[src/rtl/branch_sequencer_pkg.sv]
// branch_sequencer_pkg: shared definitions for the fetch-side branch sequencer.
//   op_code     - instruction opcodes seen by the sequencer (NOP, CBF/CBB braces, others)
//   core_state  - processor state register encoding
//   STALL_CYCLES_DEF, STALL_CNT_W - stall bubble default length and counter width
package branch_sequencer_pkg;

  typedef enum logic [3:0] {
    NOP  = 4'h0,
    INC  = 4'h1,
    DEC  = 4'h2,
    MVR  = 4'h3,
    MVL  = 4'h4,
    PUSH = 4'h5,
    POP  = 4'h6,
    OUTP = 4'h7,
    INP  = 4'h8,
    CBF  = 4'h9,
    CBB  = 4'hA
  } op_code;

  typedef enum logic [1:0] {
    CORE_S   = 2'd0,
    BRANCH_S = 2'd1,
    STALL_S  = 2'd2
  } core_state;

  localparam int STALL_CYCLES_DEF = 1;
  localparam int STALL_CNT_W      = 4;

endpackage

[src/rtl/branch_sequencer_depth.sv]
// brace_depth_counter: saturating up/down nesting-depth counter.
//   clk, rst_n  - clock, async active-low reset
//   clr         - synchronous clear to zero (highest priority)
//   inc, dec    - count up / down; inc wins if both are set
//   depth       - current count, saturates at all-ones and holds at zero
//   ovf         - sticky, set on an increment attempted at all-ones; cleared only by reset
module brace_depth_counter #(
  parameter int DEPTH_W = 8
) (
  input  logic               clk,
  input  logic               rst_n,
  input  logic               clr,
  input  logic               inc,
  input  logic               dec,
  output logic [DEPTH_W-1:0] depth,
  output logic               ovf
);

  always_ff @(posedge clk or negedge rst_n) begin
    if (!rst_n) begin
      depth <= '0;
      ovf   <= 1'b0;
    end else if (clr) begin
      depth <= '0;
    end else if (inc) begin
      if (depth == '1) ovf <= 1'b1;
      else             depth <= depth + 1'b1;
    end else if (dec) begin
      if (depth != '0) depth <= depth - 1'b1;
    end
  end

endmodule

[src/rtl/branch_sequencer.sv]
// branch_sequencer: holds the core state register and gates the opcode to the decoder.
//   clk, rst_n        - core clock, async active-low reset
//   instr_in          - opcode at current PC
//   fetch_valid       - instr_in valid this cycle; all registers hold when low
//   ctrl_state        - next state requested by the decoder (used in CORE_S only)
//   ctrl_pc_write     - PC write requested by the decoder (used in CORE_S only)
//   instr_out         - opcode to decoder, NOP whenever not executing
//   state             - current registered state
//   pc_write          - PC advance enable
//   depth, depth_ovf  - skip nesting depth and its sticky overflow flag
//   skip_count        - saturating count of valid BRANCH_S cycles (BEEF_BRANCH_STATS_EN only)
// Optional feature macro: BEEF_BRANCH_STATS_EN
//
// state    | meaning
// CORE_S   | executing: opcode passes straight to the decoder
// BRANCH_S | skipping forward to the matching CBB, tracking brace depth
// STALL_S  | bubble of STALL_CYCLES clocks, then re-present the opcode at PC
module branch_sequencer
  import branch_sequencer_pkg::*;
#(
  parameter int DEPTH_W      = 8,
  parameter int STALL_CYCLES = STALL_CYCLES_DEF
) (
  input  logic               clk,
  input  logic               rst_n,
  input  op_code             instr_in,
  input  logic               fetch_valid,
  input  core_state          ctrl_state,
  input  logic               ctrl_pc_write,
  output op_code             instr_out,
  output core_state          state,
  output logic               pc_write,
  output logic [DEPTH_W-1:0] depth,
  output logic               depth_ovf
`ifdef BEEF_BRANCH_STATS_EN
  ,
  output logic [15:0]        skip_count
`endif
);

  localparam logic [STALL_CNT_W-1:0] STALL_LOAD = STALL_CNT_W'(STALL_CYCLES - 1);

  logic [STALL_CNT_W-1:0] stall_cnt;
  logic                   depth_clr;
  logic                   depth_inc;
  logic                   depth_dec;

  // rst_n gates the outputs so nothing leaks to the decoder while reset is held.
  always_comb begin
    instr_out = NOP;
    pc_write  = 1'b0;
    depth_clr = 1'b0;
    depth_inc = 1'b0;
    depth_dec = 1'b0;
    if (rst_n && fetch_valid) begin
      case (state)
        CORE_S: begin
          instr_out = instr_in;
          pc_write  = ctrl_pc_write;
          depth_clr = (ctrl_state == BRANCH_S);
        end
        BRANCH_S: begin
          pc_write  = 1'b1;
          depth_inc = (instr_in == CBF);
          // depth==0 on CBB is the exit, never a decrement
          depth_dec = (instr_in == CBB) && (depth != '0);
        end
        default: ;
      endcase
    end
  end

  always_ff @(posedge clk or negedge rst_n) begin
    if (!rst_n) begin
      state     <= CORE_S;
      stall_cnt <= '0;
    end else begin
      case (state)
        CORE_S: begin
          if (fetch_valid) begin
            case (ctrl_state)
              BRANCH_S: state <= BRANCH_S;
              STALL_S: begin
                state     <= STALL_S;
                stall_cnt <= STALL_LOAD;
              end
              default:  state <= CORE_S;
            endcase
          end
        end
        BRANCH_S: begin
          if (fetch_valid && (instr_in == CBB) && (depth == '0)) state <= CORE_S;
        end
        STALL_S: begin
          if (fetch_valid) begin
            if (stall_cnt == '0) state <= CORE_S;
            else                 stall_cnt <= stall_cnt - 1'b1;
          end
        end
        default: state <= CORE_S;
      endcase
    end
  end

  brace_depth_counter #(.DEPTH_W(DEPTH_W)) u_depth (
    .clk   (clk),
    .rst_n (rst_n),
    .clr   (depth_clr),
    .inc   (depth_inc),
    .dec   (depth_dec),
    .depth (depth),
    .ovf   (depth_ovf)
  );

`ifdef BEEF_BRANCH_STATS_EN
  always_ff @(posedge clk or negedge rst_n) begin
    if (!rst_n) begin
      skip_count <= '0;
    end else if (fetch_valid && (state == BRANCH_S) && (skip_count != 16'hFFFF)) begin
      skip_count <= skip_count + 16'd1;
    end
  end
`endif

endmodule

[config.mk]
export PLATFORM = sky130hd
export DESIGN_NAME = branch_sequencer
export DESIGN_NICKNAME = d
export VERILOG_FILES = /design/src/rtl/branch_sequencer_pkg.sv /design/src/rtl/branch_sequencer_depth.sv /design/src/rtl/branch_sequencer.sv
export SDC_FILE = /design/constraint.sdc
export NUM_CORES = 1
export LEC_CHECK = 0
export ABC_CLOCK_PERIOD_IN_PS = 2420
export CORE_MARGIN = 2
export CORE_UTILIZATION = 45
export DETAILED_ROUTE_END_ITERATION = 8
export PLACE_DENSITY = 0.81
export SYNTH_ARGS = -nofsm -noshare
export SYNTH_HDL_FRONTEND = slang
export SYNTH_SLANG_ARGS = --single-unit
[constraint.sdc]
create_clock -name clk -period 2.42 [get_ports clk]
set_input_delay 0.484 -clock clk [delete_from_list [all_inputs] [get_ports clk]]
set_output_delay 0.484 -clock clk [all_outputs]
set_load 0.01 [all_outputs]
Yosys cells after proc, flatten, opt, wreduce, memory -nomap -nowiden
Cells that the tools add are included.
{"block": "classes", "add_sub_neg": 3, "n_mul": 0, "n_div": 0, "n_lt_le_gt_ge": 0, "n_eq_ne": 14, "n_shift": 0, "mux": 26, "n_bitwise": 1, "reduce_logical": 15}
{"operator": "8-bit 2-to-1 mux", "n": 5}
{"operator": "4-bit 2-to-1 mux", "n": 6}
{"operator": "2-bit inequality test (second input constant)", "n": 5}
{"operator": "8-bit by 1-bit adder with 8-bit output (second input constant)", "n": 1}
{"operator": "4-bit == test (second input constant)", "n": 2}
{"operator": "8-bit == test (second input constant)", "n": 1}
{"operator": "8-bit zero test", "n": 1}
{"operator": "2-bit 2-to-1 mux", "n": 4}
{"operator": "4-bit case mux with 2 select lines", "n": 1}
{"operator": "8-bit nonzero test", "n": 1}
{"operator": "8-bit by 1-bit subtractor with 8-bit output (second input constant)", "n": 1}
{"operator": "1-bit 2-to-1 mux", "n": 7}
{"operator": "2-bit case mux with 3 select lines", "n": 1}
{"operator": "3-bit AND reduction", "n": 2}
{"operator": "3-bit nonzero test", "n": 2}
{"operator": "5-bit AND reduction", "n": 1}
{"operator": "2-bit by 1-bit == test with 1-bit output (second input constant)", "n": 2}
{"operator": "2-bit == test (second input constant)", "n": 2}
{"operator": "1-bit logical AND", "n": 4}
{"operator": "4-bit zero test", "n": 1}
{"operator": "2-bit case mux with 2 select lines", "n": 1}
{"operator": "4-bit AND reduction", "n": 1}
{"operator": "4-bit by 1-bit subtractor with 4-bit output (second input constant)", "n": 1}
{"operator": "3-bit inequality test (second input constant)", "n": 1}
{"operator": "5 further kinds", "n": 5}
{"block": "word_totals", "regBits": 15, "latch_bits": 0, "ram_bits": 0, "mem_bits_ro": 0, "input_bits": 10, "n_memories": 0}

Logic depth before layout (Yosys ltp)
Gate-level depths: netlist of run 1.
{"block": "logic_depth", "word_depth": 7, "ltp_mapped": 9, "mapped_depth_nobuf": 9}

Modules after synthesis
From an unflattened synthesis of run 1, not the netlist that was laid out.
{"block": "hier_totals", "cells_unflattened": 125, "hier_area_um2": 1139.8}
{"mod": "brace_depth_counter", "n_inst": 1, "cells_each": 73, "area_each_um2": 685.7, "seq_area_each_um2": 225.2}
{"mod": "branch_sequencer", "n_inst": 1, "cells_each": 52, "area_each_um2": 454.2, "seq_area_each_um2": 150.1}

Worst setup path after synthesis of run 1
Ideal clock, no wire load.
{"block": "synth_timing", "path_kind": "reg2reg", "from": "register state[1]", "to": "register u_depth.depth[7]", "setup_ns": 0.132, "arrival_time_ns": 2.134, "slack_ns": 0.154, "stages_incl_launch_ff": 9, "n_path_buf": 0, "path_cell_list": "dfrtp_1 and4b_4 nand2_1 ha_1 a21oi_1 o2111ai_1 and4_1 a211oi_2 o41ai_1"}
{"block": "synth_between", "elab_chain_cells": 5}
{"item": "start: declaration", "line_no": "branch_sequencer.sv:31", "rtl": "output core_state state,"}
{"item": "start signal: assignment", "line_no": "branch_sequencer.sv:75", "rtl": "state <= CORE_S;"}
{"item": "start signal: assignment", "line_no": "branch_sequencer.sv:82", "rtl": "BRANCH_S: state <= BRANCH_S;"}
{"item": "start signal: assignment", "line_no": "branch_sequencer.sv:84", "rtl": "state <= STALL_S;"}
{"item": "2-bit by 1-bit == test with 1-bit output or 2-bit zero test (tied branches)", "line_no": "branch_sequencer.sv:56", "rtl": "case (state)"}
{"item": "1-bit 2-to-1 mux", "line_no": "branch_sequencer.sv:56"}
{"item": "1-bit 2-to-1 mux", "line_no": "branch_sequencer.sv:55", "rtl": "if (rst_n && fetch_valid) begin"}
{"item": "3-bit inequality test (no line) (tied with other cells)"}
{"item": "3-bit AND reduction (no line) or 8-bit 2-to-1 mux (tied branches)"}
{"item": "end signal: assignment", "line_no": "branch_sequencer_depth.sv:27", "rtl": "else depth <= depth + 1'b1;"}
{"item": "end signal: assignment", "line_no": "branch_sequencer_depth.sv:29", "rtl": "if (depth != '0) depth <= depth - 1'b1;"}
{"item": "end: declaration", "line_no": "branch_sequencer_depth.sv:15", "rtl": "output logic [DEPTH_W-1:0] depth,"}
Several ways; a longest one is shown, not always the timed one.
A chain may end at the register's enable or synchronous reset.

Worst setup path after layout of run 1
{"block": "layout_timing", "from": "input instr_in[3]", "to": "register u_depth.depth[7]"}
{"block": "layout_between", "elab_chain_cells": 6}
{"item": "start: declaration", "line_no": "branch_sequencer.sv:26", "rtl": "input op_code instr_in,"}
{"item": "4-bit == test", "line_no": "branch_sequencer.sv:66", "rtl": "depth_dec = (instr_in == CBB) && (depth != '0);"}
{"item": "1-bit logical AND", "line_no": "branch_sequencer.sv:66"}
{"item": "1-bit 2-to-1 mux", "line_no": "branch_sequencer.sv:56"}
{"item": "1-bit 2-to-1 mux", "line_no": "branch_sequencer.sv:55"}
{"item": "3-bit nonzero test (no line)"}
{"item": "3-bit AND reduction (no line)"}
Several ways; a longest one is shown, not always the timed one.

==> run metrics, run 1 <==
Final WS setup=roughly 0.007 ns; critical path class=in -> reg; row cnt=18; clock-pin slew on the worst setup and hold paths=approximately 0.11 ns; leak pwr=around 0.83 nW; P_int=between 1 and 1.5 mW; Detailed Route WL=3465 um; async set-reset flop share out of synthesis=100.0%; Synth Register Bits=15; largest area contributor in the netlist=dfrtp_1; Hold Path Class=in -> async; WP data arrival=roughly 2.6 ns; I/O pins=26; Max Clk Rate=a little over 0.4 GHz; Sw Share=42.48%; core area=2455 um^2; dpl cells=199; Util after Layout=around three quarters; Post-synth EDFFs=0; final instance count without filler cells=210; design area=approximately 1800 um^2; RSZ-0062 raised after global routing=yes; Antenna diodes=0; initial core utilization=46.69%; Netlist Area Pre-Place=1146 um^2; Post-Place Cell Area=1613 um^2; worst hold slack=0.3998 ns; CTS tree=built; cts hold-fix bufs=0; total grt overflow=0; syn avg cell area=9.551 um^2; Final min period=between 2 and 2.5 ns; DR pass1 iterations=6; Slew headroom=approximately 80%; Clock power frac=slightly below 8%; number of I/O port buffers=25; fin crit share=99.71%; Ys Warns=0; Seq pwr share=24.4%; Final GP Congestion=0.8560; Longest Clk Path Bufs=2; Post-DP HPWL=roughly 2400 um; Critical Path RT=2.61 ns; die height=about 54 um; Post-DRT Antenna Nets=0; via count=between 1000 and 1500; Pins Over Slew Limit=0; Root Buffer=clkbuf_4; Synth Flop Type=dfrtp_1; setup_tns=0 ns; syn nets=around 140; largest net degree at the start of global routing=13; DP Worst Slack=-0.4469 ns; Inserted Clock Buffers=3; CTS sink count=15; vias in the first global route=~1200; FF-to-FF Start=state[1]; layout cells sized above 1=between 30 and 40%; vias per cell=roughly 5.8; final setup fails=0; combinational share of power=67.7%; Worst Setup Start Kind=primary input; CP endpoint kind=flop; clock skew=0.001398 ns; first-pass GRT wire length=approximately 5100 um; share of the synthesized area in the top cell type=~33%; Seq/Total Area, Yosys=32.75%; initial antenna violation count=0; GRT Total Usage=approximately a quarter; final hold viol count=0; VDD IR max=a little under 800 uV; full die area=~3000 um^2; drt first-iter violations=18; Unique masters post-synth=between 40 and 50; number of max-cap violations=0; Reg2Reg Depth=8; Post-Synthesis Cells=120; Clock Latency Late Sink=about 0.3 ns; synth top area cells=dfrtp_1 33%, ha_1 7.6%, nand2_1 3.6%; die width=~54 um; crit-path max FO=7; Layout Nets=~200; Switching Power=about 880 uW; drt wl/cell=between 15 and 20 um; Worst Tran Pin Value=between 0.2 and 0.3 ns; DRC Markers=0; status=complete, no violations; H-tree levels=1; Area growth, synth to finish=57.75%; r2r setup slk=0.23 ns; P per Cell Area=roughly 1100 nW/um^2; Tot Pwr=2.067 mW; r2r endpoint=u_depth.depth[7]
[repair_timing]
| action | 4_1_cts | 5_1_grt |
|---|---|---|
| pin swaps | 5 | 7 |
| gates resized for setup | 14 | 15 |
| hold endpoints to repair | 0 | 0 |
| endpoints found under the setup margin | 8 | 4 |
| buffers inserted | 6 | 1 |
[final cells by class]
type / count / area, um^2
Clock buffer: 3 / 22.52
Clock inverter: 1 / 7.507
Fill cell: 177 / 646.9
Inverter: 8 / 30.03
Multi-Input combinational cell: 95 / 835.8
Sequential cell: 15 / 375.4
Tap cell: 30 / 37.54
Timing Repair Buffer: 58 / 499.2
[critical path: stages]
cell	delay [ns]
clkdlybuf4s50_1	0.50
and4bb_2	0.28
nand2_4	0.12
ha_1	0.31
a21oi_2	0.22
o2111ai_2	0.17
and4_1	0.23
a211oi_2	0.18
o41ai_2	0.10
[layer usage]
metal | vias up | GRT usage (%) | part of all wire (%)
li1 | 577 | - | -
met1 | 604 | 26.30 | 40
met2 | 24 | 44.58 | 54
met3 | 11 | 2.732 | 3.1
met4 | 0 | 12.08 | 2.7
met5 | - | 0 | 0
[cell usage in the layout, fill, tap and decap left out, types with 4 or more instances in the layout]
| cell | instances |
|---|---|
| dlygate4sd2_1 | 7 |
| clkdlybuf4s50_1 | 17 |
| and2_1 | 5 |
| dfrtp_1 | 15 |
| nand2_1 | 10 |
| ha_4 | 4 |
| and4_1 | 4 |
| nand3_1 | 4 |
| nor2_1 | 4 |
| buf_4 | 32 |
| nor2b_1 | 4 |
| inv_1 | 7 |
[synthesized netlist by cell type (3+ instances only)]
| cell type | n |
|---|---|
| a21oi_1 | 4 |
| and2_1 | 5 |
| and4_1 | 4 |
| dfrtp_1 | 15 |
| ha_1 | 7 |
| inv_1 | 8 |
| nand2_1 | 11 |
| nand3_1 | 4 |
| nor2_1 | 5 |
| nor2b_1 | 5 |
| nor3_1 | 4 |
| o2111ai_1 | 3 |
| o31ai_1 | 3 |
| o41ai_1 | 3 |
| xnor2_1 | 3 |
[power groups by stage]
stage,Sequential [mW],Clock [mW],Combinational (mW)
final,0.505,0.163,1.40
after global routing,0.518,0.181,1.54
after CTS,0.479,0.162,1.21
after detailed placement,0.484,0,1.18
after global placement,0.476,0,1.14
after floorplan,0.497,0,0.642
[how the worst max path moves through the flow]
stage	start	endpoint	slack [ns]
2_1_floorplan	state[1]	u_depth.depth[7]	0.15
3_3_place_gp	rst_n	u_depth.depth[7]	-0.31
3_5_place_dp	instr_in[1]	u_depth.depth[6]	-0.45
4_1_cts	instr_in[2]	u_depth.depth[7]	0.02
5_1_grt	instr_in[3]	u_depth.depth[7]	-0.07
6_report	instr_in[3]	u_depth.depth[7]	0.007
[logic make-up (layout without fill, tap and decap cells)]
family	Yosys count	count (layout)	share of synthesized area (%)
flip-flops	15	15	32.75
buffers and inverters	10	70	4.039
AND/OR/NAND/NOR	52	52	28.82
AO/OA/AOI/OAI	31	31	21.72
XOR/XNOR	3	3	2.293
multiplexers	1	1	0.9825
adder cells (fa/ha/maj)	8	8	9.388
[flip-flops by register name (all words and copies together), names as in the netlist]
register,cells
state,2
u_depth.ovf,1
u_depth.depth,8
stall_cnt,4
Note: power is estimated with default switching activity, not from simulation.
==> run 2, diff against run 1 <==
--- a/config.mk
+++ b/config.mk
@@ -6,9 +6,11 @@
 export NUM_CORES = 1
 export LEC_CHECK = 0
 export ABC_CLOCK_PERIOD_IN_PS = 2420
+export CAP_MARGIN = 20
 export CORE_MARGIN = 2
 export CORE_UTILIZATION = 45
 export DETAILED_ROUTE_END_ITERATION = 8
+export GPL_TIMING_DRIVEN = 1
 export PLACE_DENSITY = 0.81
 export SYNTH_ARGS = -nofsm -noshare
 export SYNTH_HDL_FRONTEND = slang
==> results of run 2 <==
Final layout, timing and power as in run 1 (identical DEF).
==> run 3, diff against run 2 <==
--- a/config.mk
+++ b/config.mk
@@ -11,7 +11,7 @@
 export CORE_UTILIZATION = 45
 export DETAILED_ROUTE_END_ITERATION = 8
 export GPL_TIMING_DRIVEN = 1
-export PLACE_DENSITY = 0.81
+export PLACE_DENSITY_LB_ADDON = 0.3
 export SYNTH_ARGS = -nofsm -noshare
 export SYNTH_HDL_FRONTEND = slang
 export SYNTH_SLANG_ARGS = --single-unit
==> run metrics, run 3 (synthesis results as in run 1) <==
fin crit share=90.16% (-9.6 points); Root Buffer=clkbuf_4; GRT Total Usage=23.69% (-0.21 points); clock skew=0.01067 ns (+0.009269 ns); drt wl/cell=15.25 um (-7.6%); Clock Latency Late Sink=0.30 ns (about the same); final instance count without filler cells=208 (-0.95%); full die area=2966 um^2 (unchanged); Critical Path RT=2.62 ns (about the same); commonest non-fill, non-tap cell in the layout=buf_4; Max Clk Rate=0.4583 GHz (+11%); final setup fails=0 (unchanged); Slew headroom=77.84% (-3.6 points); Area growth, synth to finish=51.09%; Sw Share=41.79% (-0.69 points); Post-DRT Antenna Nets=0 (unchanged); Final min period=2.182 ns (-0.2311 ns); I/O pins=26 (unchanged); Post-DP HPWL=2325 um (-1.9%); P_int=1.108 mW (-6.7%); die height=54.47 um (unchanged); initial core utilization=46.69% (unchanged); Reg2Reg Depth=9 (+1); number of max-cap violations=0 (unchanged); dpl cells=198 (-0.50%); cts hold-fix bufs=0 (unchanged); P per Cell Area=1100 nW/um^2 (-3.8%); Worst path slowest cell=dfrtp_1; Tot Pwr=1.904 mW (-7.9%); Layout Nets=197 (-1.0%); vias in the first global route=1175 (-3.6%); FF-to-FF Start=state[1]; WP data arrival=2.38 ns (-0.22 ns); clock-pin slew on the worst setup and hold paths=0.10 ns (about the same); Final GP Congestion=0.8926 (+4.3%); core area=2455 um^2 (unchanged); total grt overflow=0 (unchanged); met3 WL=137 um (+28%); row cnt=18 (unchanged); r2r endpoint=u_depth.depth[6]; Worst Setup Start Kind=flop; Top Metal Used=met4; leak pwr=0.8585 nW (+3.8%); vias per cell=5.649 (-2.4%); Worst Tran Pin Value=0.3279 ns (+0.05281 ns); crit-path leading delay family=simple AND/OR/NAND/NOR gates; DR pass1 iterations=4 (-2); first-pass GRT wire length=5030 um (-2.0%); metal2 WL=1583 um (-16%); final hold viol count=0 (unchanged); crit-path max FO=7 (unchanged); largest register by flop count=u_depth.depth; H-tree levels=1 (unchanged); layout cells sized above 1=29.78% (-5.8 points); max FFs per register=8 (unchanged); VDD IR max=704.5 uV (-9.4%); CTS tree=built; Pins Over Slew Limit=0 (unchanged); Longest Clk Path Bufs=2 (unchanged); CP Cell Sequence=and4b_4 > nand2_4 > buf_4 > ha_1 > inv_1 > and3_1 > a211oi_1 > o211ai_1 > a22o_1; Inserted Clock Buffers=3 (unchanged); initial antenna violation count=0 (unchanged); CP bufs+invs=2 (+1); critical path class=reg -> reg; combinational share of power=66.4% (-1.3 points); Clock power frac=8.1% (+0.2 points); most frequent cells in the layout=30 x buf_4, 15 x dfrtp_1, 14 x clkdlybuf4s50_1; CTS sink count=15 (unchanged); setup_tns=0 ns (unchanged); Met1 Wirelength=1396 um (+0.94%); worst hold slack=0.2121 ns (-0.1877 ns); Switching Power=795.8 uW (-9.4%); number of I/O port buffers=25 (unchanged); Seq pwr share=25.6% (+1.2 points); via count=1175 (-3.4%); die width=54.47 um (unchanged); Crit path largest cell delay=0.38 ns (-0.12 ns); DRC Markers=0 (unchanged); r2r setup slk=0.24 ns (about the same); Antenna diodes=0 (unchanged); largest net degree at the start of global routing=15 (+2); top flop regs=u_depth.depth: 8 flops, stall_cnt: 4 flops, state: 2 flops; status=complete, no violations; CP endpoint kind=flop; Detailed Route WL=3171 um (-8.5%); Hold Path Class=in -> async; drt first-iter violations=23 (+5); RSZ-0062 raised after global routing=no
-- run 3: changes by cell type in the layout (fill, tap and decap cells not counted), moves of 2 or more --
cell	delta
ha_1	+4
clkdlybuf4s50_1	-3
dlygate4sd2_1	-2
buf_4	-2
ha_4	-4
dlymetal6s2s_1	+5
-- run 3: worst max path at each step --
stage	start	slack [ns]	depth (start not counted)	endpoint
2_1_floorplan	state[1]	0.15	8	u_depth.depth[7]
3_3_place_gp	instr_in[1]	-0.39	10	u_depth.depth[6]
3_5_place_dp	instr_in[2]	-0.45	10	u_depth.depth[6]
4_1_cts	instr_in[1]	0.02	9	u_depth.depth[7]
5_1_grt	state[1]	0.15	9	u_depth.depth[6]
6_report	state[1]	0.24	9	u_depth.depth[6]
-- run 3: layer usage --
layer  vias up  track usage, %
li1        572               -
met1       567           26.75
met2        31           44.18
met3         5           2.459
met4         0           10.83
met5         -               0
-- run 3: timing repair --
item | CTS | global route
gates resized for setup | 11 | 12
endpoints found under the hold margin | 0 | 0
buffers inserted | 3 | 3
endpoints found under the setup margin | 8 | 5
pin swaps | 1 | 7
-- run 3: worst register-to-register path, delay by kind of cell, from the launching register on --
kind	cells	cell delay (ns)
AOI/OAI and AO/OA	3	0.60
adders and majority gates	1	0.28
buffers and inverters	2	0.21
DFF	1	0.38
and+or+nand+nor	3	0.62
-- run 3: metrics by stage --
step                instance area [um^2]  worst slack (ns)  utilization [%]
detailed placement                  1605           -0.4455            65.39
global route                        1732            0.1525            70.54
floorplan                           1146            0.1540                -
CTS                                 1665           0.01698            67.84
global placement                    1605           -0.3893            65.39
finish                              1732            0.2381            70.54
-- run 3: area by class of cell --
type,count,area [um^2]
multi-input combinational,95,763.2
fill,182,723.2
timing repair buffer,56,499.2
tap,30,37.54
sequential,15,375.4
clock buffer,4,26.28
inverter,8,30.03
-- run 3: power groups by stage --
stage	logic [mW]	registers, mW	clock network, mW
floorplan	0.642	0.497	0
global placement	1.13	0.480	0
detailed placement	1.16	0.485	0
CTS	1.18	0.480	0.157
global route	1.41	0.505	0.166
finish	1.26	0.487	0.154
